`src/rtl/func_equiv_scanner.sv`:
```
// rtl/func_equiv_scanner.sv - sequential truth-table equivalence checker for two N-input functions
// Sweeps every minterm once, compares fa against fb outside the don't-care mask, reports count and lowest miss.
module func_equiv_scanner #(
  parameter int N = 3
) (
  input  logic               clk,
  input  logic               rst,
  input  logic               start,
  input  logic               stop_first,
  input  logic [(1<<N)-1:0]  dc_mask,
  output logic [N-1:0]       minterm,
  input  logic               fa,
  input  logic               fb,
  output logic               busy,
  output logic               done,
  output logic               equiv,
  output logic               mm_found,
  output logic [N-1:0]       first_mm,
  output logic [N:0]         mm_cnt
);

  localparam int M = 1 << N;

  typedef enum logic {IDLE, SCAN} state_t;

  state_t         state;
  logic [M-1:0]   mask_q;
  logic           stop_q;
  logic           mismatch;
  logic           last_mt;

  assign mismatch = (fa != fb) && !mask_q[minterm];
  assign last_mt  = (minterm == '1);

  always_ff @(posedge clk) begin
    if (rst) begin
      state    <= IDLE;
      mask_q   <= '0;
      stop_q   <= 1'b0;
      minterm  <= '0;
      busy     <= 1'b0;
      done     <= 1'b0;
      equiv    <= 1'b0;
      mm_found <= 1'b0;
      first_mm <= '0;
      mm_cnt   <= '0;
    end else begin
      done <= 1'b0;
      case (state)
        IDLE: begin
          if (start) begin
            state    <= SCAN;
            mask_q   <= dc_mask;
            stop_q   <= stop_first;
            minterm  <= '0;
            mm_cnt   <= '0;
            mm_found <= 1'b0;
            first_mm <= '0;
            equiv    <= 1'b0;
            busy     <= 1'b1;
          end
        end
        SCAN: begin
          if (mismatch) begin
            mm_cnt <= mm_cnt + (N+1)'(1);
            if (!mm_found) begin
              first_mm <= minterm;
              mm_found <= 1'b1;
            end
          end
          // equiv must account for a mismatch seen on the exit cycle itself
          if (last_mt || (mismatch && stop_q)) begin
            state <= IDLE;
            busy  <= 1'b0;
            done  <= 1'b1;
            equiv <= (mm_cnt == '0) && !mismatch;
          end else begin
            minterm <= minterm + N'(1);
          end
        end
        default: state <= IDLE;
      endcase
    end
  end

endmodule

```
`config.mk`:
```
export PLATFORM = sky130hd
export DESIGN_NAME = func_equiv_scanner
export DESIGN_NICKNAME = d
export VERILOG_FILES = /design/src/rtl/func_equiv_scanner.sv
export SDC_FILE = /design/constraint.sdc
export NUM_CORES = 1
export LEC_CHECK = 0
export ABC_AREA = 1
export CAP_MARGIN = 20
export CELL_PAD_IN_SITES_DETAIL_PLACEMENT = 0
export CELL_PAD_IN_SITES_GLOBAL_PLACEMENT = 1
export CORE_ASPECT_RATIO = 0.7
export CORE_MARGIN = 5
export CORE_UTILIZATION = 37
export DETAILED_ROUTE_END_ITERATION = 10
export HOLD_SLACK_MARGIN = 0.1
export PLACE_DENSITY_LB_ADDON = 0.08
export RECOVER_POWER = 100
export SYNTH_ARGS = -nofsm -noshare
export SYNTH_HDL_FRONTEND = slang
export SYNTH_SLANG_ARGS = --single-unit
```
`constraint.sdc`:
```
create_clock -name clk -period 2.9 [get_ports clk]
set_input_delay 0.725 -clock clk [delete_from_list [all_inputs] [get_ports clk]]
set_output_delay 0.725 -clock clk [all_outputs]
set_load 0.02 [all_outputs]
```
==> impl_metrics.py <==
metrics = {
    "run_status": {
        "outcome": "finished clean",
    },
    "global_route": {
        "grt_first_pass_wirelength_um": 4533,
        "track_usage": 0.1362,
        "overflow": 0,
        "antenna_found_initial": 0,
        "grt_pass1_vias": 963,
        "grt_max_degree": 21,
    },
    "yosys": {
        "synth_seq_cells": 24,
        "synth_area_um2": 1124,
        "yosysSeqAreaShare": 0.4276,
        "synth_enable_flop_cells": 0,
        "synth_ff_type": "dfxtp_1",
        "post_synth_num_cell_types": 26,
        "syn-num-nets": 164,
        "syn_avg_cell_area_um2": 7.696,
        "yosysWarnings": 0,
        "async_flop_share": 0,
        "syn-instance-count": 146,
    },
    "finish": {
        "fin_cells": 209,
        "final_area_um2": 1440,
        "diodes": 0,
        "multi_input_area_um2": 521.8,
        "num-nets-final": 193,
        "syn2layout_area_growth_pct": 28.17,
        "final-seq-area_um2": 480.5,
        "drive_gt1_frac": 0.08092,
        "final_cell_mix": "24 x nand2_1, 24 x dfxtp_1, 17 x a21oi_1",
        "fillCellCount": 296,
    },
    "timing": {
        "slew_headroom": 0.5936,
        "hold_violations": 0,
        "min_period_ns": 2.293,
        "tns_ns": 0,
        "period_share": 0.7907,
        "rsz0062_at_grt": "false",
        "worstMarginPinSlew_ns": 0.6089,
        "fin_ws_ns": 0.6071,
        "setup_violations": 0,
        "fin_skew_ns": 0.0009645,
        "report.final.slew_viol_count": 0,
        "max_freq_ghz": 0.4361,
    },
    "floorplan": {
        "die_h_um": 56.11,
        "die-area_um2": 4256,
        "start_util": 0.3925,
        "die_w_um": 75.87,
        "core_um2": 2863,
        "num_io_pins": 28,
        "rows": 16,
    },
    "route": {
        "via_per_inst": 4.679,
        "ant_nets": 0,
        "num_vias": 978,
        "dr.pass1.iters": 4,
        "dr.first_iter.drc_count": 50,
        "wirelength_um": 2628,
        "wl_per_cell_um": 12.57,
        "drc": 0,
    },
    "clock_tree": {
        "cts.sinks": 24,
        "clkTransAtPathRegs_ns": 0.08,
        "numCtsBuffers": 3,
        "post_cts_buffers": 0,
        "h-tree-depth": 1,
        "root_buffer": "clkbuf_8",
        "cts_tree": "done",
        "clockBufferDepth": 2,
        "clock_latency_ns": 0.26,
        "ctsResizeCount": 0,
        "cts_hold_buf": 0,
    },
    "place": {
        "dp_hpwl_um": 1935,
        "pre_cts_ws_ns": 0.7766,
        "dp.cells": 206,
        "place_area_um2": 1426,
        "gp_congestion": 0.7701,
        "portBuffers": 27,
    },
    "setup_path": {
        "endpoint_kind": "flip-flop",
        "start_kind": "input port",
        "cp.arrival_ns": 2.49,
        "critPathRequiredTime_ns": 3.09,
        "critical_path_class": "in -> reg",
        "critical_path.max_fanout": 7,
    },
    "run": {
        "max-cap-violations": 0,
    },
    "power_and_ir_drop": {
        "vdd_ir_drop_max_mv": 0.1690,
        "power.leakage_uw": 0.0006140,
        "p_per_area_nw_per_um2": 474.0,
    },
    "worst_hold_path": {
        "min_path_type": "reg -> reg",
    },
}
## critical path: stages
cell and delay, ns:
dlygate4sd3_1 0.55, xor2_1 0.16, nand2_2 0.08, clkinvlp_2 0.12
nand3_1 0.14, clkinvlp_2 0.30, nor2_4 0.21, nand2_1 0.07
a21oi_1 0.13
## where the power goes
group          internal (µW)  switching (µW)  total [µW]
logic                   52.4            72.5         125
clock network           92.8             100         193
registers                348            16.3         365
total                    494             189         683
## through the flow
step / hold slack (ns) / power, µW / utilization
global placement: 0.4452 / 506.9 / 0.4983
finish: 0.4640 / 682.6 / 0.5031
floorplan: 0.4289 / 455.4 / -
CTS: 0.4662 / 702.9 / 0.5127
detailed placement: 0.4529 / 507.6 / 0.4983
global route: 0.5034 / 725.6 / 0.5031
## synthesized netlist by cell type (3+ instances only)
| master | number | area [µm²] |
|---|---|---|
| nand3_2 | 3 | 30.03 |
| dfxtp_1 | 24 | 480.5 |
| nand4_1 | 3 | 18.77 |
| inv_1 | 14 | 52.55 |
| nor2_1 | 14 | 52.55 |
| ha_1 | 4 | 50.05 |
| nand3_1 | 13 | 65.06 |
| o21ai_0 | 8 | 40.04 |
| nand2_2 | 3 | 18.77 |
| xor2_1 | 3 | 26.28 |
| a21oi_1 | 17 | 85.08 |
| clkbuf_1 | 3 | 11.26 |
| nand2_1 | 24 | 90.09 |
## per-layer routing
metal / part of all wire / up-vias / track usage / wire length [µm]
met4: 0.0038 / 0 / 0.02244 / 10
met1: 0.55 / 425 / 0.2009 / 1451
met5: 0 / - / 0 / 0
met2: 0.38 / 21 / 0.1915 / 1008
met3: 0.060 / 3 / 0.04693 / 158
li1: - / 529 / - / -
## kinds of logic (layout without fill, tap and decap cells)
family / after synthesis / count (layout) / synth area share
simple gates: 66 / 66 / 0.2973
fa+ha+maj: 4 / 4 / 0.04455
flops: 24 / 24 / 0.4276
compound gates: 27 / 27 / 0.1225
buf+inv: 22 / 49 / 0.08462
xor+xnor: 3 / 3 / 0.02339
## layout make-up
type	instances	share of cell area
multi-input combinational	100	0.3623
sequential	24	0.3336
timing repair buffer	29	0.1981
inverter	17	0.04605
tap	36	0.03128
clock buffer	3	0.02867
## worst paths after layout
path                                               end  depth (start not counted)  slack, ns               startpoint
worst min register to register  mask_q[3]$_SDFFE_PP0P_                          2       0.46   mask_q[3]$_SDFFE_PP0P_
worst max-delay path            mm_cnt[2]$_SDFFE_PP0P_                          9       0.61                       fa
worst max register to register  mm_cnt[2]$_SDFFE_PP0P_                         10       0.96  minterm[0]$_SDFFE_PP0P_
worst min-delay path            mask_q[3]$_SDFFE_PP0P_                          2       0.46   mask_q[3]$_SDFFE_PP0P_
## sequential cells by signal (all words and copies together) (netlist names)
signal / flops
mask_q: 8
mm_cnt: 4
first_mm: 3
minterm: 3
busy: 1
done: 1
equiv: 1
mm_found: 1
state: 1
stop_q: 1
(Power assumes the default switching activity.)
